File: config.mk
export PLATFORM = sky130hd
export DESIGN_NAME = id_ex_pipe
export DESIGN_NICKNAME = d
export VERILOG_FILES = /design/src/rtl/id_ex_pipe.sv
export SDC_FILE = /design/constraint.sdc
export NUM_CORES = 1
export LEC_CHECK = 0
export ABC_AREA = 1
export BUFFER_PORTS_ARGS = -buffer_cell sky130_fd_sc_hd__buf_4
export CAP_MARGIN = 15
export CORE_AREA = 8 8 132 134
export CTS_CLUSTER_SIZE = 25
export DETAILED_ROUTE_END_ITERATION = 8
export DIE_AREA = 0 0 140 142
export PLACE_DENSITY = 0.77
export SETUP_SLACK_MARGIN = 0.4
export SYNTH_ARGS = -nofsm -noshare
export SYNTH_HDL_FRONTEND = slang
export SYNTH_SLANG_ARGS = --single-unit
File: constraint.sdc
create_clock -name clk -period 1.44 [get_ports clk]
set_input_delay 0.288 -clock clk [delete_from_list [all_inputs] [get_ports clk]]
set_output_delay 0.288 -clock clk [all_outputs]
set_load 0.05 [all_outputs]
File: src/rtl/id_ex_pipe.sv
// ID/EX pipeline register for the 5-stage MIPS32 core: stall hold/bubble, exception flush,
// delay-slot feedback to decode, and a saturating bubble counter for performance debug.
module id_ex_pipe #(
  parameter int unsigned           REG_W        = 32,
  parameter int unsigned           ALUOP_W      = 8,
  parameter int unsigned           ALUSEL_W     = 3,
  parameter int unsigned           REGADDR_W    = 5,
  parameter int unsigned           STALL_W      = 6,
  parameter int unsigned           ID_STALL_IDX = 2,
  parameter int unsigned           EX_STALL_IDX = 3,
  parameter int unsigned           CNT_W        = 16,
  parameter logic [ALUOP_W-1:0]    NOP_ALUOP    = '0,
  parameter logic [ALUSEL_W-1:0]   NOP_ALUSEL   = '0
) (
  input  logic                 clk,
  input  logic                 rst,
  input  logic                 flush,
  input  logic [STALL_W-1:0]   stall,
  input  logic                 id_valid,
  input  logic [ALUOP_W-1:0]   id_aluop,
  input  logic [ALUSEL_W-1:0]  id_alusel,
  input  logic [REG_W-1:0]     id_reg1,
  input  logic [REG_W-1:0]     id_reg2,
  input  logic [REGADDR_W-1:0] id_wd,
  input  logic                 id_wreg,
  input  logic [REG_W-1:0]     id_link_addr,
  input  logic                 id_is_in_delayslot,
  input  logic                 id_next_in_delayslot,
  input  logic [REG_W-1:0]     id_inst,
  output logic                 ex_valid,
  output logic [ALUOP_W-1:0]   ex_aluop,
  output logic [ALUSEL_W-1:0]  ex_alusel,
  output logic [REG_W-1:0]     ex_reg1,
  output logic [REG_W-1:0]     ex_reg2,
  output logic [REGADDR_W-1:0] ex_wd,
  output logic                 ex_wreg,
  output logic [REG_W-1:0]     ex_link_addr,
  output logic                 ex_is_in_delayslot,
  output logic [REG_W-1:0]     ex_inst,
  output logic                 is_in_delayslot_o,
  output logic [CNT_W-1:0]     bubble_cnt
);

  typedef struct packed {
    logic                 valid;
    logic [ALUOP_W-1:0]   aluop;
    logic [ALUSEL_W-1:0]  alusel;
    logic [REG_W-1:0]     reg1;
    logic [REG_W-1:0]     reg2;
    logic [REGADDR_W-1:0] wd;
    logic                 wreg;
    logic [REG_W-1:0]     link_addr;
    logic                 is_ds;
    logic [REG_W-1:0]     inst;
  } slot_t;

  slot_t            slot_d, slot_q;
  slot_t            nop_slot, id_slot;
  logic             ds_d, ds_q;
  logic [CNT_W-1:0] cnt_d, cnt_q;
  logic             id_stall, ex_stall, do_bubble, do_hold;

  assign id_stall  = stall[ID_STALL_IDX];
  assign ex_stall  = stall[EX_STALL_IDX];
  assign do_bubble = id_stall & ~ex_stall;
  assign do_hold   = id_stall & ex_stall;

  always_comb begin
    nop_slot        = '0;
    nop_slot.aluop  = NOP_ALUOP;
    nop_slot.alusel = NOP_ALUSEL;
  end

  // An invalid decode slot still carries its fields but must never write the register file.
  always_comb begin
    id_slot           = '0;
    id_slot.valid     = id_valid;
    id_slot.aluop     = id_aluop;
    id_slot.alusel    = id_alusel;
    id_slot.reg1      = id_reg1;
    id_slot.reg2      = id_reg2;
    id_slot.wd        = id_wd;
    id_slot.wreg      = id_wreg & id_valid;
    id_slot.link_addr = id_link_addr;
    id_slot.is_ds     = id_is_in_delayslot;
    id_slot.inst      = id_inst;
  end

  always_comb begin
    slot_d = slot_q;
    ds_d   = ds_q;
    cnt_d  = cnt_q;
    if (rst) begin
      slot_d = nop_slot;
      ds_d   = 1'b0;
      cnt_d  = '0;
    end else if (flush) begin
      slot_d = nop_slot;
      ds_d   = 1'b0;
    end else if (do_bubble) begin
      slot_d = nop_slot;
      if (cnt_q != '1) begin
        cnt_d = cnt_q + CNT_W'(1);
      end
    end else if (do_hold) begin
      slot_d = slot_q;
    end else begin
      // Pass also covers the non-monotonic id=0/ex=1 stall pattern.
      slot_d = id_slot;
      ds_d   = id_next_in_delayslot;
    end
  end

  always_ff @(posedge clk) begin
    slot_q <= slot_d;
    ds_q   <= ds_d;
    cnt_q  <= cnt_d;
  end

  assign ex_valid           = slot_q.valid;
  assign ex_aluop           = slot_q.aluop;
  assign ex_alusel          = slot_q.alusel;
  assign ex_reg1            = slot_q.reg1;
  assign ex_reg2            = slot_q.reg2;
  assign ex_wd              = slot_q.wd;
  assign ex_wreg            = slot_q.wreg;
  assign ex_link_addr       = slot_q.link_addr;
  assign ex_is_in_delayslot = slot_q.is_ds;
  assign ex_inst            = slot_q.inst;
  assign is_in_delayslot_o  = ds_q;
  assign bubble_cnt         = cnt_q;

endmodule

Yosys cells after proc, flatten, opt, wreduce, memory -nomap -nowiden. Cells that the tools add are included.

Memory bits (writable): 0. Input bits: 157. Latch bits: 0. Memories kept: 0. Logic and storage cells: 25. Bits in registers: 164. Memory bits (read-only): 0.

Add/subtract/negate cells: 1. Eq/ne operators: 1. $lt $le $gt $ge: 0. Shifts and indexed selects: 0. Multiply operators: 0. Divide/modulo/power cells: 0. Muxes and demuxes: 0. Reductions and logical operators: 4. Bitwise logic cells: 7.

Operators with widths (number): $add 16x1->16 const B (1); $ne 16x16->1 const B (1); $not 1->1 (4); $and 1x1->1 (3); $reduce_and 3->1 (1); $reduce_or 3->1 (1); $reduce_and 2->1 (1); $reduce_or 2->1 (1).

Logic depth before layout (Yosys ltp). Gate-level depths: netlist (run 1).

Depth in word-level cells: 4. Depth in mapped cells: 10. Depth with buffers taken out: 10.

Worst setup path before layout (run 1). Ideal clock, no wire load.

Kind: reg-to-reg. From: register cnt_q[0], in the netlist bubble_cnt[0]. To: register cnt_q[13], in the netlist bubble_cnt[13]. Path slack: -0.358 ns. Arrival time: 1.681 ns. Stages on the path, launching flop included: 8. Library setup time: 0.117 ns. Data required time: 1.323 ns. Path through: dfxtp_1 -> ha_1 -> nand3_1 -> inv_1 -> nand4_1 -> buf_2 -> a21oi_1 -> nor2_1.

Word-level cells in the longest chain between the ends: 2. Elaborated cells on any way between the ends: 3. Those cells by class: 1 x add/sub; 1 x eq/ne; 1 x reduce/logical.

Ends and longest elaborated chain: start: declaration (line 60) `logic [CNT_W-1:0] cnt_d, cnt_q;`; start signal: assignment (line 117) `cnt_q <= cnt_d;`; parallel branches: the longest is 2 deep, another holds $add 16x1->16.

Several ways; the timed one is not identified. A chain may end at the register's enable or synchronous reset.

Worst setup path after layout (run 1).
From: register cnt_q[0], in the netlist bubble_cnt[0]. To: register cnt_q[15], in the netlist bubble_cnt[15].

Same word-level chain as after synthesis.

==> results of run 1 <==
## Yosys cell counts (all sizes together)
library cell	instances	share of area
xor2	1	0.0015
xnor2	1	0.0015
nand2	336	0.21
ha	1	0.0021
nor3	2	0.0025
o21ai	5	0.0042
clkinv	1	0.00083
a21oi	158	0.13
dfxtp	164	0.55
buf	47	0.040
nor2	47	0.030
and2	1	0.0010
clkbuf	3	0.0019
inv	11	0.0069
o22ai	1	0.0010
nand4	4	0.0042
nand3	13	0.011
## layer usage
layer,vias up,routed length [um],global-route usage
met5,-,0,0
met4,0,784,0.0949
met2,354,13100,0.395
li1,3269,-,-
met1,3177,8920,0.237
met3,66,2160,0.0704
## registers in the layout, summed over array words and instances, names as in the netlist
name                count
ex_inst                32
ex_link_addr           32
ex_reg1                32
ex_reg2                32
bubble_cnt             16
ex_aluop                8
ex_wd                   5
ex_alusel               3
ex_is_in_delayslot      1
ex_valid                1
ex_wreg                 1
is_in_delayslot_o       1
## power groups by stage
stage                     clock network, W  registers, W  logic [W]
after detailed placement                 0       0.00485    0.00159
after floorplan                          0       0.00535   0.000393
after global placement                   0       0.00484    0.00158
after global routing               0.00461       0.00483    0.00199
after CTS                          0.00439       0.00481    0.00180
final                              0.00429       0.00482    0.00189
## cell type report
cell class,count,area [um2]
sequential,164,3530
clock buffer,19,443
timing repair buffer,394,4260
tap,192,240
inverter,12,51.3
multi-input combinational,570,2640
fill,992,4150
clock inverter,13,111
## timing repair
item	in CTS	in global routing
endpoints found under the hold margin	0	0
endpoints found under the setup margin	180	180
pin swaps	7	16
gates resized for setup	495	33
setup buffers	25	39
## final timing paths
check	from	end	slack (ps)	cells after the start
setup / recovery	bubble_cnt[0]$_SDFFE_PP0P_	bubble_cnt[15]$_SDFFE_PP0P_	60	8
hold / removal	rst	bubble_cnt[8]$_SDFFE_PP0P_	80	2
setup reg to reg	bubble_cnt[0]$_SDFFE_PP0P_	bubble_cnt[15]$_SDFFE_PP0P_	60	8
hold reg to reg	ex_reg1[29]$_SDFFE_PP0N_	ex_reg1[29]$_SDFFE_PP0N_	470	2
## stage by stage
step | worst slack [ps] | instances | hold slack, ps | area (um2) | utilization
finish | 57.9 | 1364 | 79.4 | 11300 | 0.731
global route | -11.7 | 1364 | 53.2 | 11300 | 0.731
CTS | 166 | 1325 | 56.4 | 10900 | 0.704
detailed placement | 74.7 | 1268 | 452 | 8650 | 0.561
global placement | 121 | 1268 | 448 | 8650 | 0.561
floorplan | 101 | 796 | 347 | 6090 | -
## worst max-delay path, stage by stage (launching register included)
cell     delay [ps]
dfxtp_4         390
ha_4            150
nand3_4          90
inv_4           110
nand4_1         130
buf_6           180
nand3_1          80
nand2_1          50
nor2_1          110
## kinds of logic after synthesis
group,synth area share
AOI/OAI and AO/OA,0.137
buffers and inverters,0.0496
xor gates and xnor gates,0.00292
adders and majority gates,0.00209
DFF,0.547
and+or+nand+nor,0.261
==> run summary, run 1 <==
vias in the first global route: 6716
initial antenna violation count: 0
layout net count: 1317
PD cells: 976 mW/mm2
RSZ-0062 raised after global routing: true
syn nets: 954
Tmin final: 1380 ps
most common cell after layout, fill and taps aside: nand2_1
height of the die: 142 um
WL/cell: 18.3 um
sequential share of power: 0.438
Worst-Margin Slew: 371 ps
Routed Antenna Nets: 0
Peak VDD IR: 0.000711 V
Max Cap Viol: 0
final hold viol count: 0
starting density of the core: 0.389
WL final: 24900 um
CTS buffer count: 17
gr ovfl total: 0
outcome: complete, no violations
# rows: 46
post-synth cell types: 24
Hold Buf Count CTS: 0
kind of critical path: register to register
Fin Setup TNS: 0 ps
layout cell share with drive strength beyond 1: 0.546
Clock Skew: 12.6 ps
DR iter-0 viols: 467
Comb pwr share: 0.172
root buffer cell: clkbuf_16
synthesis-to-finish area growth: 87.9%
GPL Wtd Cong: 0.857
part of the Yosys area used for sequential elements: 0.547
clk sinks: 164
Mapped Area: 0.00600 mm2
Antenna diodes: 0
final setup fails: 0
Ports: 321
leakage: 5.01 nW
Syn Area/Cell: 7.54 um2
Startpoint Class: register
Core Box Area: 0.0154 mm2
CP arrival: 1730 ps
Fmax achieved: 0.724 GHz
switching part of the total power: 0.287
synth warn: 0
max-slew violations: 0
Power, Total: 0.0110 W
CP Max Fanout: 11
Clk pin slew, worst setup/hold paths: 70 ps
Final period util: 0.960
chip width: 140 um
first-pass GRT wire length: 35200 um
GR Util All Layers: 0.221
largest net degree at the start of global routing: 81
Clk network pwr share: 0.390
Internal: 0.00784 W
DRC violations left: 0
Post-DP HPWL: 14500 um
flop and latch count out of synthesis: 164
Net Switching: 0.00316 W
Detailed Routing Iterations Pass 1: 5
Max clock buf depth: 2
IO Port Bufs: 316
Min-Delay Path Class: input port to register
Vias: 6866
die area: 0.0199 mm2
CTS tree: yes
via/cell ratio: 5.03
Slew headroom: 0.752
Post-Synthesis Cells: 796
CP Data Required Time: 1780 ps
commonest cells after routing, fill and taps aside: nand2_1, buf_4, buf_8, a21oi_1, dfxtp_2
H-tree levels: 4
critical path endpoint category: register
clk_lat worst skew: 420 ps
Power figures use the tool's default switching activity.
==> run 2, diff against run 1 <==
Clock period 1.44 ns to 1.2 ns, I/O delays scaled along.
==> run 2 against run 1 <==
  * The flow now finishes with violations (negative setup slack)
  * Fmax down 6.8%
  * Hold slack worse by 41 ps
  * First-iteration DRC count up 82%
  * Clock power up 34%
  * Worst setup slack worse by 340 ps
  * Flip-flop and latch count unchanged
  * Highest routed layer unchanged
  * Critical path depth down 1
  * Die area unchanged
  * Sequential share of layout area down 6.6 points
  * Critical path type unchanged
  * Cell count up 8.1%
  * Global-route usage up 8.4 points
==> run summary, run 2 (same netlist as run 1, synthesis figures left out) <==
failing checks: negative setup slack
worst setup margin: -282 ps (-340 ps)
hold depth: 2 (unchanged)
max-slew violations: 0 (unchanged)
PD cells: 1060 mW/mm2 (+8.5%)
CP bufs+invs: 1 (-1)
delay of the slowest critical-path stage: 380 ps (about the same)
Clk pin slew, worst setup/hold paths: 70 ps (about the same)
# rows: 46 (unchanged)
height of the die: 142 um (unchanged)
RSZ-0062 raised after global routing: true
Ports: 321 (unchanged)
root buffer cell: clkbuf_16
fin cells: 1475 (+8.1%)
register area: 0.00352 mm2 (-0.28%)
H-tree levels: 4 (unchanged)
die area: 0.0199 mm2 (unchanged)
FF-to-FF Start: bubble_cnt[1]$_SDFFE_PP0P_
Peak VDD IR: 0.00107 V (+51%)
Hold Buf Count CTS: 0 (unchanged)
worst hold start: rst
clk sinks: 164 (unchanged)
GR Util All Layers: 0.305 (+0.0836)
final setup fails: 41 (+41)
Antenna diodes: 0 (unchanged)
Worst-Margin Slew: 369 ps (-1.17 ps)
most common cell after layout, fill and taps aside: nand2_1
starting density of the core: 0.389 (unchanged)
# fillers: 472 (-52%)
dpl cells: 1315 (+3.7%)
CP Data Required Time: 1520 ps (-260 ps)
CTS tree: yes
layout cell share with drive strength beyond 1: 0.714 (+0.168)
first-pass GRT wire length: 47300 um (+34%)
critical path endpoint category: register
Reg2Reg Depth: 7 (-1)
WL/cell: 27.1 um (+48%)
post-place setup slack: -129 ps (-204 ps)
Worst Hold Endpoint: bubble_cnt[6]$_SDFFE_PP0P_
DR iter-0 viols: 851 (+82%)
Vias: 8638 (+26%)
Routed Antenna Nets: 0 (unchanged)
DRC violations left: 0 (unchanged)
CP Cell Sequence: nand3_1 -> inv_1 -> nand2_1 -> nor2_1 -> nand3_2 -> nand2_1 -> nor2_1
CTS buffer count: 17 (unchanged)
Final period util: 1.24 (+0.275)
final hold viol count: 0 (unchanged)
GPL Wtd Cong: 0.862 (+0.56%)
vias in the first global route: 8328 (+24%)
Max Cap Viol: 0 (unchanged)
outcome: complete, but fails checks
Startpoint Class: register
CP Max Fanout: 3 (-8)
area of the multi-input gates: 0.00352 mm2 (+34%)
commonest cells after routing, fill and taps aside: nand2_1, buf_4, buf_8, dfxtp_2, a21oi_2
Min-Delay Path Class: input port to register
via/cell ratio: 5.86 (+16%)
WL final: 39900 um (+60%)
Max clock buf depth: 2 (unchanged)
largest net degree at the start of global routing: 41 (-49%)
Clock Skew: 13.6 ps (+0.936 ps)
Crit Reg-Reg Endpoint: bubble_cnt[15]$_SDFFE_PP0P_
chip width: 140 um (unchanged)
Fmax achieved: 0.675 GHz (-6.8%)
Post-DP HPWL: 16800 um (+16%)
synthesis-to-finish area growth: 137%
Tmin final: 1480 ps (+100 ps)
Detailed Routing Iterations Pass 1: 5 (unchanged)
gr ovfl total: 0 (unchanged)
leakage: 6.08 nW (+21%)
layout net count: 1428 (+8.4%)
family with the most delay on the worst path: simple AND/OR/NAND/NOR gates
Slowest-stage cell, CP: dfxtp_4
Slew headroom: 0.753 (+0.000783)
kind of critical path: register to register
Core Box Area: 0.0154 mm2 (unchanged)
CP arrival: 1810 ps (+80 ps)
IO Port Bufs: 316 (unchanged)
R2R setup slack: -280 ps (-340 ps)
initial antenna violation count: 0 (unchanged)
clk_lat worst skew: 430 ps (about the same)
## run 2: cell types whose count changed in the layout (fill, tap and decap cells not counted), sizes merged
cell / change
inv: -5
clkinv: +2
buf: +102
clkinvlp: +2
clkbuf: +8
bufinv: +2
## run 2: per-layer routing
metal | track usage | vias up | routed length [um]
li1 | - | 3517 | -
met1 | 0.307 | 4089 | 13100
met2 | 0.552 | 776 | 20100
met3 | 0.0902 | 256 | 3840
met4 | 0.179 | 0 | 2850
met5 | 0 | - | 0
## run 2: worst max-delay path by stage
| stage | from | endpoint | slack, ps | cells past startpoint |
|---|---|---|---|---|
| 6_report | bubble_cnt[1]$_SDFFE_PP0P_ | bubble_cnt[15]$_SDFFE_PP0P_ | -280 | 7 |
| 3_3_place_gp | flush | bubble_cnt[10]$_SDFFE_PP0P_ | -120 | 7 |
| 4_1_cts | bubble_cnt[0]$_SDFFE_PP0P_ | bubble_cnt[0] | -100 | 2 |
| 3_5_place_dp | flush | bubble_cnt[10]$_SDFFE_PP0P_ | -130 | 7 |
| 2_1_floorplan | bubble_cnt[1]$_SDFFE_PP0P_ | bubble_cnt[2]$_SDFFE_PP0P_ | -140 | 8 |
| 5_1_grt | bubble_cnt[8]$_SDFFE_PP0P_ | bubble_cnt[15]$_SDFFE_PP0P_ | -340 | 7 |
## run 2: metrics by stage
step / utilization / setup TNS, ps / total power [W] / hold slack, ps / cell area [um2]
floorplan: - / -1910 / 0.00720 / 299 / 7100
global placement: 0.640 / -8880 / 0.00806 / 444 / 9880
detailed placement: 0.640 / -9980 / 0.00809 / 448 / 9880
CTS: 0.843 / -1840 / 0.0143 / 24.2 / 13000
global route: 0.922 / -5950 / 0.0154 / 31.3 / 14200
finish: 0.922 / -4560 / 0.0151 / 38.1 / 14200
## run 2: final cells by class
cell class,instances,area share
timing repair inverter,1,0.00211
tap,192,0.0169
timing repair buffer,504,0.438
clock buffer,19,0.0318
multi-input combinational,570,0.248
inverter,12,0.00616
sequential,164,0.247
clock inverter,13,0.0104
## run 2: what timing repair did
action | 4_1_cts | 5_1_grt
pin swaps | 8 | 15
gates resized for setup | 430 | 113
gates cloned | 19 | 11
setup buffers | 44 | 54
setup endpoints to repair | 321 | 326
## run 2: report_power, final
part           total (W)  switching (W)  internal, W
sequential       0.00582       0.000189      0.00563
clock            0.00576        0.00254      0.00321
combinational    0.00349        0.00183      0.00166
total             0.0151        0.00456       0.0105
==> run 3, diff against run 2 <==
Settings changed: CORE_AREA 8 8 132 134 to 8 8 168 106, DIE_AREA 0 0 140 142 to 0 0 176 114, PLACE_DENSITY 0.77 to 0.78.
==> run 3 against run 2 <==
  * The flow still finishes with violations (negative setup slack)
  * Routed wire length rose by 11%
  * Sequential share of layout area down 0.29 points
  * Clock skew rose by 4.4 ps
  * Non-clock buffer count rose by 12
  * Design area rose by 1.7%
  * Worst setup slack worse by 72 ps
  * Sequential power hardly changed
==> run summary, run 3 (same netlist as run 1, synthesis figures left out) <==
outcome: complete, but fails checks
failing checks: negative setup slack
final hold viol count: 0 (unchanged)
final setup fails: 52 (+27%)
met1 Use GR: 0.326 (+0.0185)
RSZ-0062 raised after global routing: true
dpl cells: 1330 (+1.1%)
Min-Delay Path Class: input port to register
met2 GRT Util: 0.500 (-0.0516)
Max Cap Viol: 0 (unchanged)
gr ovfl total: 0 (unchanged)
layout net count: 1442 (+0.98%)
CP Data Required Time: 1530 ps (about the same)
DR iter-0 viols: 1185 (+39%)
Routed Antenna Nets: 0 (unchanged)
Internal: 0.0103 W (-1.9%)
worst hold start: id_reg1[14]
stages on the worst setup path: 7 (unchanged)
family with the most delay on the worst path: simple AND/OR/NAND/NOR gates
leakage: 6.34 nW (+4.3%)
commonest cells after routing, fill and taps aside: nand2_1, buf_4, buf_8, dfxtp_2, a21oi_2
Clk network pwr share: 0.387 (+0.005)
GR peak layer: met2
Post-DP HPWL: 17600 um (+4.4%)
fin cells: 1500 (+1.7%)
Startpoint Class: register
synthesis-to-finish area growth: 141%
kind of critical path: register to register
Tmin final: 1550 ps (+72.0 ps)
most common cell after layout, fill and taps aside: nand2_1
M3 GR Usage: 0.0927 (+0.00247)
vias in the first global route: 7750 (-6.9%)
via/cell ratio: 6.03 (+3.0%)
CP bufs+invs: 1 (unchanged)
starting density of the core: 0.395 (+0.00586)
WL final: 44500 um (+11%)
Reg2Reg Depth: 7 (unchanged)
first-pass GRT wire length: 45100 um (-4.6%)
Clk pin slew, worst setup/hold paths: 90 ps (+20 ps)
CP Cell Sequence: nand2_2 -> nor2_4 -> buf_4 -> nand2_2 -> xnor2_2 -> nand2_1 -> a21oi_1
PD cells: 1060 mW/mm2 (-0.21%)
H-tree levels: 4 (unchanged)
Ports: 321 (unchanged)
chip width: 176 um (+26%)
clk sinks: 164 (unchanged)
Peak VDD IR: 0.00106 V (-1.5%)
root buffer cell: clkbuf_16
CTS buffer count: 17 (unchanged)
largest net degree at the start of global routing: 33 (-20%)
R2R setup slack: -350 ps (-70 ps)
Comb pwr share: 0.233 (+0.002)
switching part of the total power: 0.326 (+0.0234)
initial antenna violation count: 0 (unchanged)
GR Util All Layers: 0.287 (-0.0183)
Final period util: 1.30 (+0.0600)
GPL Wtd Cong: 0.878 (+1.9%)
CTS tree: yes
CP Max Fanout: 5 (+2)
Clock Skew: 18.0 ps (+4.43 ps)
Net Switching: 0.00498 W (+9.3%)
Vias: 9046 (+4.7%)
Core Box Area: 0.0152 mm2 (-1.5%)
DRC violations left: 0 (unchanged)
critical path endpoint category: register
CP most frequent cell: nand2_2
sequential share of power: 0.381 (-0.005)
die area: 0.0201 mm2 (+0.93%)
Slew headroom: 0.716 (-0.0368)
layout cell share with drive strength beyond 1: 0.744 (+0.0301)
Worst Hold Endpoint: ex_reg1[14]$_SDFFE_PP0N_
delay of the slowest critical-path stage: 420 ps (+40 ps)
max-slew violations: 0 (unchanged)
Worst-Margin Slew: 424 ps (+55.0 ps)
# rows: 35 (-24%)
worst setup margin: -354 ps (-72.0 ps)
Antenna diodes: 0 (unchanged)
Max clock buf depth: 2 (unchanged)
Detailed Routing Iterations Pass 1: 7 (+2)
CP arrival: 1890 ps (+80 ps)
FF-to-FF Start: bubble_cnt[4]$_SDFFE_PP0P_
WL/cell: 29.6 um (+9.4%)
clk_lat worst skew: 430 ps (about the same)
worst hold slack: 52.9 ps (+14.8 ps)
Slowest-stage cell, CP: dfxtp_4
IO Port Bufs: 316 (unchanged)
Crit Reg-Reg Endpoint: bubble_cnt[8]$_SDFFE_PP0P_
hold depth: 3 (+1)
Fmax achieved: 0.643 GHz (-4.6%)
height of the die: 114 um (-20%)
run 3: changes by cell type in the layout (fill, tap and decap cells not counted), moves of 7 or more:
cell       delta
dfxtp_4       +7
buf_6        +10
a21oi_4      -16
clkbuf_16    +13
dfxtp_2       -7
a21oi_2      +15
nand2_2      +11
buf_12       -15
nand2_1      -29
nand2_4      +19
run 3: layout make-up:
cell class,instances,area (um2)
timing repair buffer,516,6330
fill,363,727
inverter,12,87.6
clock buffer,17,425
timing repair inverter,2,50.0
clock inverter,15,185
sequential,164,3540
tap,203,254
multi-input combinational,571,3600
run 3: per-stage QoR:
stage / area [um2] / TNS [ps] / power, W / utilization / setup WS (ps)
2_1_floorplan: 7100 / -1910 / 0.00720 / - / -139
3_3_place_gp: 9860 / -3910 / 0.00803 / 0.649 / -177
3_5_place_dp: 9860 / -5550 / 0.00806 / 0.649 / -175
4_1_cts: 12700 / -1570 / 0.0142 / 0.834 / -95.4
5_1_grt: 14500 / -6780 / 0.0155 / 0.952 / -410
6_report: 14500 / -5530 / 0.0153 / 0.952 / -354
run 3: worst max path at each step:
stage | to | startpoint | slack, ps
final | bubble_cnt[8]$_SDFFE_PP0P_ | bubble_cnt[4]$_SDFFE_PP0P_ | -350
after detailed placement | bubble_cnt[10]$_SDFFE_PP0P_ | stall[2] | -180
after global placement | bubble_cnt[10]$_SDFFE_PP0P_ | stall[2] | -180
after CTS | bubble_cnt[3] | bubble_cnt[3]$_SDFFE_PP0P_ | -100
after floorplan | bubble_cnt[2]$_SDFFE_PP0P_ | bubble_cnt[1]$_SDFFE_PP0P_ | -140
after global routing | bubble_cnt[8]$_SDFFE_PP0P_ | bubble_cnt[1]$_SDFFE_PP0P_ | -410
run 3: power by group through the flow:
stage | Sequential [W] | Combinational (W) | Clock [W]
2_1_floorplan | 0.00646 | 0.000739 | 0
3_3_place_gp | 0.00584 | 0.00219 | 0
3_5_place_dp | 0.00585 | 0.00221 | 0
4_1_cts | 0.00578 | 0.00275 | 0.00568
5_1_grt | 0.00582 | 0.00362 | 0.00604
6_report | 0.00581 | 0.00356 | 0.00591
run 3: per-layer routing:
| metal | part of all wire | vias up |
|---|---|---|
| met3 | 0.12 | 322 |
| met5 | 0 | - |
| met1 | 0.33 | 4289 |
| met4 | 0.078 | 0 |
| met2 | 0.47 | 887 |
| li1 | - | 3548 |
run 3: worst register-to-register path: cells and delay by family, from the launching register on:
family | cells | cell delay, ps
buffers and inverters | 1 | 150
AOI/OAI and AO/OA | 1 | 240
xor gates and xnor gates | 1 | 160
and+or+nand+nor | 4 | 480
DFF | 1 | 420
run 3: what timing repair did:
action / CTS / global route
endpoints found under the setup margin: 237 / 327
resized for setup: 423 / 178
hold buffers: 0 / 0
setup buffers: 41 / 58
gates cloned: 11 / 28
pin swaps: 13 / 39
